--- config.mk ---
export PLATFORM = sky130hd
export DESIGN_NAME = id_stage_pipe
export DESIGN_NICKNAME = d
export VERILOG_FILES = /design/src/rtl/id_stage_pipe.sv
export SDC_FILE = /design/constraint.sdc
export NUM_CORES = 1
export LEC_CHECK = 0
export BUFFER_PORTS_ARGS = -buffer_cell sky130_fd_sc_hd__buf_2
export CELL_PAD_IN_SITES_DETAIL_PLACEMENT = 0
export CELL_PAD_IN_SITES_GLOBAL_PLACEMENT = 1
export CORE_ASPECT_RATIO = 2
export CORE_MARGIN = 2
export CORE_UTILIZATION = 34
export DETAILED_ROUTE_END_ITERATION = 12
export PLACE_DENSITY_LB_ADDON = 0.1
export SYNTH_ARGS = -nofsm -noshare
export SYNTH_HDL_FRONTEND = slang
export SYNTH_SLANG_ARGS = --single-unit
--- constraint.sdc ---
create_clock -name clk -period 2.85 [get_ports clk]
set_input_delay 0.57 -clock clk [delete_from_list [all_inputs] [get_ports clk]]
set_output_delay 0.57 -clock clk [all_outputs]
set_load 0.005 [all_outputs]
--- src/rtl/id_stage_pipe.sv ---
// RV32I decode stage: field decode, immediate generation, operand bypass, load-use detection, ID/EX register.
// Latency 1 cycle; stalls IF (id_ready_o=0) on load-use or when EX holds the bundle, flush overrides both.
module id_stage_pipe #(
    parameter int XLEN   = 32,
    parameter int PC_W   = 32,
    parameter int REG_AW = 5,
    parameter bit BYP_EN = 1'b1
) (
    input  logic              clk,
    input  logic              rst_n,
    input  logic [31:0]       inst_i,
    input  logic [PC_W-1:0]   pc_i,
    input  logic              if_valid_i,
    output logic              id_ready_o,
    output logic [REG_AW-1:0] reg1_addr_o,
    output logic [REG_AW-1:0] reg2_addr_o,
    input  logic [XLEN-1:0]   reg1_data_i,
    input  logic [XLEN-1:0]   reg2_data_i,
    input  logic              byp0_en_i,
    input  logic [REG_AW-1:0] byp0_rd_i,
    input  logic [XLEN-1:0]   byp0_data_i,
    input  logic              byp1_en_i,
    input  logic [REG_AW-1:0] byp1_rd_i,
    input  logic [XLEN-1:0]   byp1_data_i,
    input  logic              flush_i,
    input  logic              ex_ready_i,
    output logic              ex_valid_o,
    output logic [PC_W-1:0]   ex_pc_o,
    output logic [XLEN-1:0]   ex_rs1_data_o,
    output logic [XLEN-1:0]   ex_rs2_data_o,
    output logic [XLEN-1:0]   ex_imm_o,
    output logic [REG_AW-1:0] ex_wb_addr_o,
    output logic              ex_wb_en_o,
    output logic              ex_is_load_o,
    output logic [6:0]        ex_opcode_o,
    output logic [2:0]        ex_funct3_o,
    output logic [6:0]        ex_funct7_o,
    output logic              ex_illegal_o
);

    localparam logic [6:0] OPC_LOAD   = 7'b0000011;
    localparam logic [6:0] OPC_OP_IMM = 7'b0010011;
    localparam logic [6:0] OPC_AUIPC  = 7'b0010111;
    localparam logic [6:0] OPC_STORE  = 7'b0100011;
    localparam logic [6:0] OPC_OP     = 7'b0110011;
    localparam logic [6:0] OPC_LUI    = 7'b0110111;
    localparam logic [6:0] OPC_BRANCH = 7'b1100011;
    localparam logic [6:0] OPC_JALR   = 7'b1100111;
    localparam logic [6:0] OPC_JAL    = 7'b1101111;

    typedef struct packed {
        logic [PC_W-1:0]   pc;
        logic [XLEN-1:0]   rs1_data;
        logic [XLEN-1:0]   rs2_data;
        logic [XLEN-1:0]   imm;
        logic [REG_AW-1:0] wb_addr;
        logic              wb_en;
        logic              is_load;
        logic [6:0]        opcode;
        logic [2:0]        funct3;
        logic [6:0]        funct7;
        logic              illegal;
    } idex_t;

    logic [6:0]        opcode;
    logic [REG_AW-1:0] rd;
    logic [REG_AW-1:0] rs1;
    logic [REG_AW-1:0] rs2;
    logic              rs1_used;
    logic              rs2_used;
    logic              wb_kind;
    logic              illegal;
    logic signed [31:0] imm32;
    logic [XLEN-1:0]   rs1_val;
    logic [XLEN-1:0]   rs2_val;
    logic              stall;
    logic              ex_valid;
    idex_t             id_d;
    idex_t             ex_q;

    assign opcode      = inst_i[6:0];
    assign rd          = REG_AW'(inst_i[11:7]);
    assign rs1         = REG_AW'(inst_i[19:15]);
    assign rs2         = REG_AW'(inst_i[24:20]);
    assign reg1_addr_o = rs1;
    assign reg2_addr_o = rs2;

    always_comb begin
        rs1_used = 1'b0;
        rs2_used = 1'b0;
        wb_kind  = 1'b0;
        illegal  = 1'b0;
        imm32    = '0;
        case (opcode)
            OPC_LOAD, OPC_OP_IMM, OPC_JALR: begin
                rs1_used = 1'b1;
                wb_kind  = 1'b1;
                imm32    = {{20{inst_i[31]}}, inst_i[31:20]};
            end
            OPC_STORE: begin
                rs1_used = 1'b1;
                rs2_used = 1'b1;
                imm32    = {{20{inst_i[31]}}, inst_i[31:25], inst_i[11:7]};
            end
            OPC_BRANCH: begin
                rs1_used = 1'b1;
                rs2_used = 1'b1;
                imm32    = {{19{inst_i[31]}}, inst_i[31], inst_i[7], inst_i[30:25], inst_i[11:8], 1'b0};
            end
            OPC_OP: begin
                rs1_used = 1'b1;
                rs2_used = 1'b1;
                wb_kind  = 1'b1;
            end
            OPC_LUI, OPC_AUIPC: begin
                wb_kind = 1'b1;
                imm32   = {inst_i[31:12], 12'b0};
            end
            OPC_JAL: begin
                wb_kind = 1'b1;
                imm32   = {{11{inst_i[31]}}, inst_i[31], inst_i[19:12], inst_i[20], inst_i[30:21], 1'b0};
            end
            default: illegal = 1'b1;
        endcase
    end

    // x0 first, then the younger MEM result ahead of WB, then the regfile.
    always_comb begin
        rs1_val = reg1_data_i;
        if (rs1 == '0)
            rs1_val = '0;
        else if (BYP_EN && byp0_en_i && byp0_rd_i == rs1)
            rs1_val = byp0_data_i;
        else if (BYP_EN && byp1_en_i && byp1_rd_i == rs1)
            rs1_val = byp1_data_i;
    end

    always_comb begin
        rs2_val = reg2_data_i;
        if (rs2 == '0)
            rs2_val = '0;
        else if (BYP_EN && byp0_en_i && byp0_rd_i == rs2)
            rs2_val = byp0_data_i;
        else if (BYP_EN && byp1_en_i && byp1_rd_i == rs2)
            rs2_val = byp1_data_i;
    end

    always_comb begin
        id_d          = '0;
        id_d.pc       = pc_i;
        id_d.rs1_data = rs1_val;
        id_d.rs2_data = rs2_val;
        id_d.imm      = XLEN'(imm32);
        id_d.wb_addr  = rd;
        id_d.wb_en    = wb_kind && (rd != '0);
        id_d.is_load  = (opcode == OPC_LOAD);
        id_d.opcode   = opcode;
        id_d.funct3   = inst_i[14:12];
        id_d.funct7   = inst_i[31:25];
        id_d.illegal  = illegal;
    end

    assign stall = if_valid_i && ex_valid && ex_q.is_load && (ex_q.wb_addr != '0) &&
                   ((rs1_used && rs1 == ex_q.wb_addr) || (rs2_used && rs2 == ex_q.wb_addr));

    assign id_ready_o = flush_i || (!stall && (!ex_valid || ex_ready_i));

    always_ff @(posedge clk) begin
        if (!rst_n) begin
            ex_valid <= 1'b0;
            ex_q     <= '0;
        end else if (flush_i) begin
            ex_valid <= 1'b0;
        end else if (ex_valid && !ex_ready_i) begin
            // EX has not taken the bundle: keep it frozen.
            ex_valid <= 1'b1;
        end else if (stall) begin
            ex_valid <= 1'b0;
        end else if (if_valid_i) begin
            ex_valid <= 1'b1;
            ex_q     <= id_d;
        end else begin
            ex_valid <= 1'b0;
        end
    end

    assign ex_valid_o    = ex_valid;
    assign ex_pc_o       = ex_q.pc;
    assign ex_rs1_data_o = ex_q.rs1_data;
    assign ex_rs2_data_o = ex_q.rs2_data;
    assign ex_imm_o      = ex_q.imm;
    assign ex_wb_addr_o  = ex_q.wb_addr;
    assign ex_wb_en_o    = ex_q.wb_en;
    assign ex_is_load_o  = ex_q.is_load;
    assign ex_opcode_o   = ex_q.opcode;
    assign ex_funct3_o   = ex_q.funct3;
    assign ex_funct7_o   = ex_q.funct7;
    assign ex_illegal_o  = ex_q.illegal;

endmodule

---- Word-level counts from Yosys, hierarchy flattened ----
Index checks and enable logic that the tools add are counted.
word-level totals
  register bits after elaboration ......... 154
  bits of input ports ..................... 209
  output and inout bits ................... 165
  word-level logic and storage cells ...... 76
cells by class
  equality and inequality tests ........... 15
  muxes and demuxes ....................... 14
  bitwise gates (word level) .............. 4
  reductions and logical operators ........ 31
operator list
  cell                  number
  $mux W32              6
  $pmux W32 S5          1
  $eq A5 B5 Y1          6
  $eq A7 B6 Y1 const B  3
  $eq A7 B7 Y1 const B  3
  $eq A7 B5 Y1 const B  2
  $logic_and A1 B1 Y1   13
  $logic_not A5 Y1      2
  $reduce_bool A5 Y1    2
  $reduce_or A9 Y1      1
  $eq A7 B2 Y1 const B  1
  $mux W1               7
  $reduce_or A7 Y1      1
  $reduce_or A3 Y1      2
  $reduce_or A6 Y1      1
  $not A1 Y1            4
  $reduce_and A4 Y1     1
  $reduce_or A2 Y1      2
  $logic_not A1 Y1      3
  $logic_or A1 B1 Y1    3

---- Longest topological paths before layout ----
Gate-level depths: netlist of the first run.
  depth after elaboration ................. 9
  gate-level depth with buffers ........... 10
  gate-level depth less buffers ........... 6

---- Worst setup path after synthesis of the first run ----
OpenSTA, ideal clock, no wires.
  kind .................................... input to output
  start point ............................. input inst_i[4]
  end point ............................... output id_ready_o
  arrival ................................. 1980 ps
  data required time ...................... 2280 ps
  path slack .............................. 300 ps
  stages .................................. 8
  path buffers ............................ 2
  cell sequence ........................... buf_2 nand2b_4 a2111oi_2 and3_1 o21a_4 buf_6 a21oi_1 or2_2
between the ends
  longest elaborated chain between the ends .. 9
  elaborated cells on any way between the ends .. 17
  classes of those cells .................. eq/ne (6); mux (2); reduce/logical (9)
RTL lines
  item                                                                          RTL line  RTL
  from (decl)                                                                   11        input logic [31:0] inst_i,
  $eq A7 B2 Y1, or another cell as far along                                    94        case (opcode)
  $reduce_or A6 Y1 (no source line) / $reduce_or A3 Y1 (equally long branches)  -
  $mux W1                                                                       94
  $logic_and A1 B1 Y1                                                           164       ((rs1_used && rs1 == ex_q.wb_addr) || (rs2_used && rs2 == ex_q.wb_addr));
  $logic_or A1 B1 Y1 *                                                          164
  $logic_and A1 B1 Y1 *                                                         163       assign stall = if_valid_i && ex_valid && ex_q.is_load && (ex_q.wb_addr != '0) &&
  $logic_not A1 Y1 *                                                            166       assign id_ready_o = flush_i || (!stall && (!ex_valid || ex_ready_i));
  $logic_and A1 B1 Y1 *                                                         166
  $logic_or A1 B1 Y1 *                                                          166
  to (decl)                                                                     14        output logic id_ready_o,
Every way passes the cells marked *; elsewhere a longest branch is shown, timed or not.

---- Worst setup path after layout of the first run ----
  start point ............................. register ex_q (netlist bit ex_wb_addr_o[0])
  end point ............................... output id_ready_o
between the ends
  longest elaborated chain between the ends .. 7
  elaborated cells on any way between the ends .. 11
  classes of those cells .................. eq/ne (2); reduce/logical (9)
RTL lines
  item                    RTL line  RTL
  from (decl)             79        idex_t ex_q;
  from (signal assigned)  181       ex_q <= id_d;
  $eq A5 B5 Y1            164
  $logic_and A1 B1 Y1     164
  $logic_or A1 B1 Y1      164
  $logic_and A1 B1 Y1 *   163
  $logic_not A1 Y1 *      166
  $logic_and A1 B1 Y1 *   166
  $logic_or A1 B1 Y1 *    166
Marks and branches as above.

==> reports/results.tsv, run 1 <==
stage	metric	value	unit
routing	total wire length	30800	µm
worst_setup_path	CP max FO	5	
logic_synthesis	post-synthesis cell area	8250	µm²
clock_network	CTS root buf	clkbuf_16	
floorplan	Die Wd	114	µm
clock_network	CTS sink count	154	
worst_setup_path	FF-to-FF setup slack	0.45	ns
timing	Slew @ Worst Pin	0.889	ns
cells_and_area	final net count	1448	
global_routing	vias in the first global route	8224	
clock_network	CTS Hold Buffers Added	0	
clock_network	CTS tree	built	
worst_setup_path	Critical Path End Type	primary output	
timing	max-slew violation count	0	
floorplan	Cell Rows	80	
routing	drt drc	0	
worst_setup_path	R2R Path Start	ex_wb_addr_o[4]$_SDFFE_PN0P_	
global_routing	initial antenna violation count	1	
timing	Final Setup Violations	0	
logic_synthesis	Ys Warns	0	
logic_synthesis	Synth area leaders	dfxtp_1, o22ai_2, mux2i_1	
placement	placed insts	1507	
global_routing	grt total ovfl	0	
logic_synthesis	Synth area leader	dfxtp_1	
clock_network	Max H-tree Level	4	
global_routing	largest net degree at the start of global routing	79	
routing	vias	8030	
global_routing	first-pass GRT wire length	46900	µm
hold_path	Hold WC Path Type	in -> reg	
logic_synthesis	flops & latches, synth	154	
routing	Routed Antenna Nets	0	
cells_and_area	post-layout util	0.462	
floorplan	initial core utilization	0.346	
placement	post-DP HPWL	22800	µm
logic_synthesis	post-synth cell types	53	
timing	RSZ-0062 raised after global routing	no	
clock_network	worst-skew pair later-pin latency	0.43	ns
cells_and_area	final cell count without fillers	1539	
worst_setup_path	R2R depth	7	
logic_synthesis	Cells after Synth	905	
cells_and_area	Layout area overhead	33.5	%
power	peak supply drop	0.000445	V
floorplan	Core ar.	23800	µm²
worst_setup_path	Required @ worst endpoint	2.28	ns
timing	Slew HR	0.408	
routing	DRT Pass-1 Iters	4	
flow_run	max-cap viol count	0	
worst_setup_path	Worst setup SP type	register	
routing	Via density	5.22	
worst_setup_path	critical path class	reg -> out	
clock_network	Reg clk slew, reported paths	0.06	ns
clock_network	Post-CTS Setup Inserts	0	
worst_setup_path	Worst Setup EP	id_ready_o	
logic_synthesis	asr flop ratio synth	0	
worst_setup_path	critical path arrival	2.18	ns
timing	Final Hold Fails	0	
timing	worst hold slack	0.332	ns
timing	Fin Clk Skew	0.00854	ns
routing	Initial DRC Count	289	
placement	GPL Wtd Cong	0.872	
timing	FMAX	363	MHz
cells_and_area	most common cell after layout, fill and taps aside	buf_2	
power	Lkg Pwr	5.29	nW
timing	Setup WS post-layout	0.0951	ns
clock_network	CTS Buf Count	17	
logic_synthesis	syn_nets	1114	
global_routing	Total GRT Usage	0.238	
clock_network	maximum clock insertion buffer count	2	
placement	Placement Setup Slack	0.184	ns
clock_network	PostCTS Resize Cnt	0	
routing	routed length per instance	20.0	µm
floorplan	# IOs	374	
status	status	complete, no violations	
worst_setup_path	CP startpoint	ex_wb_addr_o[0]$_SDFFE_PN0P_	
worst_setup_path	r2r endpoint	ex_rs1_data_o[0]$_SDFFE_PN0P_	
logic_synthesis	Synth Flop Type	dfxtp_1	
timing	Period Utilization, post-route	0.967	
logic_synthesis	Synth top area share	0.374	
logic_synthesis	synthesized area per cell	9.12	µm²
logic_synthesis	EDFF count, synth	0	
floorplan	die area	25600	µm²
floorplan	Die Y	224	µm
timing	setup total negative slack	0	ns
placement	I/O Buffers	373	
timing	fin crit period	2.75	ns
logic_synthesis	Seq/Total Area, Yosys	0.374	
power	Power Density	495	nW/µm²
cells_and_area	commonest cells after routing, fill and taps aside	buf_2, dfxtp_1, nand2_1, a21oi_1, nand3_1	
cells_and_area	share of cells above drive strength 1	0.464	
[power by group]
part	internal, W	switching, W
clock network	0.00136	0.000932
logic	0.000405	0.000459
registers	0.00225	0.0000486
total	0.00402	0.00144
[registers in the layout, indices dropped and copies added (netlist names)]
| register | cells |
|---|---|
| ex_is_load_o | 1 |
| ex_funct3_o | 3 |
| ex_pc_o | 32 |
| ex_valid_o | 1 |
| ex_illegal_o | 1 |
| ex_funct7_o | 7 |
| ex_opcode_o | 7 |
| ex_wb_en_o | 1 |
| ex_imm_o | 32 |
| ex_rs1_data_o | 32 |
| ex_wb_addr_o | 5 |
| ex_rs2_data_o | 32 |
[area by class of cell]
| type | count | area, µm² |
|---|---|---|
| diodes | 1 | 2.50 |
| clock inverters | 9 | 114 |
| inverters | 4 | 15.0 |
| multi-input cells | 649 | 4670 |
| clock buffers | 22 | 474 |
| fillers | 2421 | 12800 |
| well taps | 287 | 359 |
| repair buffers | 413 | 2290 |
| flip-flops and latches | 154 | 3080 |
[worst min path at each step]
stage	start	cells after the start	to
final	flush_i	2	ex_valid_o$_SDFF_PP0_
after global routing	flush_i	2	ex_valid_o$_SDFF_PP0_
after CTS	flush_i	2	ex_valid_o$_SDFF_PP0_
after detailed placement	ex_imm_o[11]$_SDFFE_PN0P_	2	ex_imm_o[11]$_SDFFE_PN0P_
after global placement	ex_illegal_o$_SDFFE_PN0P_	2	ex_illegal_o$_SDFFE_PN0P_
after floorplan	ex_imm_o[11]$_SDFFE_PN0P_	2	ex_imm_o[11]$_SDFFE_PN0P_
[cells in the mapped netlist (all sizes together), types with 3 or more instances]
cell and number:
o21ai 80, nand2b 3, or3 4, mux2i 74
or4 3, o22ai 64, mux2 64, xor2 14
nand3 80, a311oi 12, clkbuf 44, xnor2 10
dfxtp 154, nor2 6, a21oi 84, buf 54
inv 4, nand2 113, nor3 6, nor4 3
nand4b 3, nor2b 5
[through the flow]
step	instance area, µm²	power [W]
2_1_floorplan	8250	0.00280
3_3_place_gp	10400	0.00321
3_5_place_dp	10400	0.00322
4_1_cts	11000	0.00553
5_1_grt	11000	0.00569
6_report	11000	0.00546
[per-layer routing]
metal  vias to the layer above  part of all wire  GRT usage
met4                         0             0.035      0.112
li1                       3929                 -          -
met5                         -                 0          0
met2                       279              0.56      0.449
met1                      3774              0.36      0.242
met3                        48             0.055     0.0542
[critical path, cell delays in order (launching register included)]
cell and delay, ns:
dfxtp_2 0.35, xor2_1 0.17, a2111oi_2 0.33, and3_2 0.30
o21a_4 0.15, a21oi_1 0.06, or2_2 0.27, buf_2 0.13
[cell families (layout without fill, tap and decap cells)]
logic type	Yosys count	count (layout)	synth area share
compound gates	254	254	0.223
simple gates	233	233	0.136
flops	154	154	0.374
mux	138	138	0.177
buf+inv	102	448	0.0655
xor+xnor	24	24	0.0255
other cells	0	1	0
Note: power is estimated with default switching activity, not from simulation.
==> inputs of run 2 (changes only) <==
Settings changed: BUFFER_PORTS_ARGS -buffer_cell sky130_fd_sc_hd__buf_2 to -buffer_cell sky130_fd_sc_hd__buf_4.
==> run 2 against run 1 <==
Compared with the run above: combinational power grew 15%; highest routed layer unchanged; critical path type unchanged; wire length grew 0.50%; sequential share of layout area shrank 2.1 points; first-iteration DRC count grew 30%; critical path depth is the same; clock skew shrank 0.0013 ns.
==> reports/results.tsv, run 2 (same netlist as run 1, synthesis figures left out) <==
stage	metric	value	unit	change
clock_network	Max H-tree Level	4		unchanged
timing	Period Utilization, post-route	0.968		+0.00109
routing	Routed Antenna Nets	0		unchanged
global_routing	grt total ovfl	0		unchanged
floorplan	Die Y	224	µm	unchanged
floorplan	Cell Rows	80		unchanged
clock_network	Reg clk slew, reported paths	0.06	ns	about the same
timing	Final Hold Fails	0		unchanged
placement	GPL Wtd Cong	0.840		-3.7%
worst_setup_path	crit path max-delay cell type	dfxtp_2		
global_routing	initial antenna violation count	0		-1
clock_network	CTS sink count	154		unchanged
clock_network	maximum clock insertion buffer count	2		unchanged
routing	DRT Pass-1 Iters	4		unchanged
global_routing	largest net degree at the start of global routing	67		-15%
timing	setup total negative slack	0	ns	unchanged
global_routing	first-pass GRT wire length	47000	µm	about the same
floorplan	Die Wd	114	µm	unchanged
power	NetSw	0.00140	W	-2.7%
worst_setup_path	critical path class	reg -> out		
routing	total wire length	31000	µm	+0.50%
power	Reg power frac	0.413		-0.009
cells_and_area	post-layout util	0.500		+0.0373
power	switching fraction of total power	0.251		-0.0129
worst_setup_path	critical path arrival	2.19	ns	about the same
timing	max-slew violation count	0		unchanged
power	Clk pwr share	0.409		-0.011
timing	Slew @ Worst Pin	0.638	ns	-0.250 ns
status	status	complete, no violations		
power	peak supply drop	0.000435	V	-2.3%
placement	post-DP HPWL	22800	µm	about the same
clock_network	worst-skew pair later-pin latency	0.44	ns	about the same
clock_network	CTS Hold Buffers Added	0		unchanged
timing	FMAX	363	MHz	-0.11%
floorplan	initial core utilization	0.346		unchanged
floorplan	die area	25600	µm²	unchanged
cells_and_area	commonest cells after routing, fill and taps aside	buf_4, dfxtp_1, nand2_1, a21oi_1, nand3_1		
routing	Initial DRC Count	375		+30%
timing	Fin Clk Skew	0.00722	ns	-0.00132 ns
clock_network	CTS tree	built		
worst_setup_path	CP Cell Sequence	xor2_1, a2111oi_2, and3_4, o21a_4, a21oi_1, or2_2, buf_4		
timing	Final Setup Violations	0		unchanged
hold_path	Hold WC Path Type	in -> reg		
power	Power Density	469	nW/µm²	-5.4%
worst_setup_path	max incr delay on CP	0.36	ns	about the same
routing	routed length per instance	20.3	µm	+1.1%
power	internal power	0.00418	W	+4.1%
global_routing	vias in the first global route	8119		-1.3%
power	Lkg Pwr	5.47	nW	+3.3%
routing	vias	8097		+0.83%
cells_and_area	share of cells above drive strength 1	0.463		-0.00103
placement	I/O Buffers	373		unchanged
timing	RSZ-0062 raised after global routing	no		
clock_network	CTS root buf	clkbuf_16		
cells_and_area	Layout area overhead	44.3	%	
worst_setup_path	Worst setup SP type	register		
routing	drt drc	0		unchanged
cells_and_area	final net count	1443		-0.35%
worst_setup_path	Critical Path End Type	primary output		
timing	fin crit period	2.76	ns	+0.00310 ns
flow_run	max-cap viol count	0		unchanged
timing	Slew HR	0.570		+0.162
power	Power, Total	0.00558	W	+2.3%
routing	Via density	5.29		+1.4%
clock_network	CTS Buf Count	17		unchanged
power	Logic pwr share	0.178		+0.020
cells_and_area	diode count	0		-1
floorplan	# IOs	374		unchanged
cells_and_area	most common cell after layout, fill and taps aside	buf_4		
global_routing	Total GRT Usage	0.238		about the same
worst_setup_path	CP max FO	5		unchanged
floorplan	Core ar.	23800	µm²	unchanged
worst_setup_path	Required @ worst endpoint	2.28	ns	about the same
==> run 2: cell count changes in the layout (fill, tap and decap cells not counted), sizes merged <==
cell,before,now
inv,6,4
buf,413,408
clkinvlp,3,2
diode,1,0
clkinv,2,4
bufinv,2,3
clkbuf,22,19
==> run 2: worst paths after layout <==
path | startpoint | end | slack (ns) | cells past startpoint
max | ex_wb_addr_o[3]$_SDFFE_PN0P_ | id_ready_o | 0.09 | 7
max reg2reg | ex_wb_addr_o[4]$_SDFFE_PN0P_ | ex_rs2_data_o[31]$_SDFFE_PN0P_ | 0.47 | 7
min | flush_i | ex_valid_o$_SDFF_PP0_ | 0.31 | 2
min reg2reg | ex_imm_o[7]$_SDFFE_PN0P_ | ex_imm_o[7]$_SDFFE_PN0P_ | 0.46 | 2
==> run 2: final cells by class <==
cell class,count,area [µm²]
clock inverters,9,125
inverters,4,15.0
fillers,2363,11900
multi-input cells,649,4680
flip-flops and latches,154,3090
well taps,287,359
repair buffers,408,3190
clock buffers,19,453
==> run 2: worst max-delay path: cells and delay by family (launching register included) <==
| kind | cells | cell delay [ns] |
|---|---|---|
| AND/OR/NAND/NOR | 2 | 0.53 |
| flip-flops | 1 | 0.36 |
| buffers and inverters | 1 | 0.14 |
| AO/OA/AOI/OAI | 3 | 0.54 |
| XOR/XNOR | 1 | 0.18 |
==> run 2: layer usage <==
metal | global-route usage | vias to the layer above | share of wire | routed length, µm
li1 | - | 3917 | - | -
met4 | 0.0983 | 0 | 0.030 | 944
met3 | 0.0644 | 46 | 0.062 | 1920
met1 | 0.245 | 3849 | 0.35 | 10900
met5 | 0 | - | 0 | 0
met2 | 0.445 | 285 | 0.55 | 17200
==> run 2: what timing repair did <==
action | 4_1_cts | 5_1_grt
gates resized for setup | 3 | 1
pin swaps | 1 | 1
buffers inserted | 1 | 0
cloned | 0 | 0
endpoints found under the setup margin | 1 | 1
==> run 2: stage by stage <==
stage	setup WS, ns	hold WS, ns	cells	area (µm²)
global placement	0.114	0.448	1501	11300
floorplan	0.300	0.454	905	8250
CTS	0.0137	0.275	1530	11900
global route	0.0272	0.307	1530	11900
detailed placement	0.119	0.454	1501	11300
finish	0.0920	0.307	1530	11900
==> run 2: power by group through the flow <==
stage | sequential (W) | combinational (W) | clock [W]
after floorplan | 0.00235 | 0.000445 | 0
after global placement | 0.00235 | 0.000993 | 0
after detailed placement | 0.00235 | 0.000998 | 0
after CTS | 0.00230 | 0.00100 | 0.00236
after global routing | 0.00232 | 0.00107 | 0.00243
final | 0.00230 | 0.000991 | 0.00228
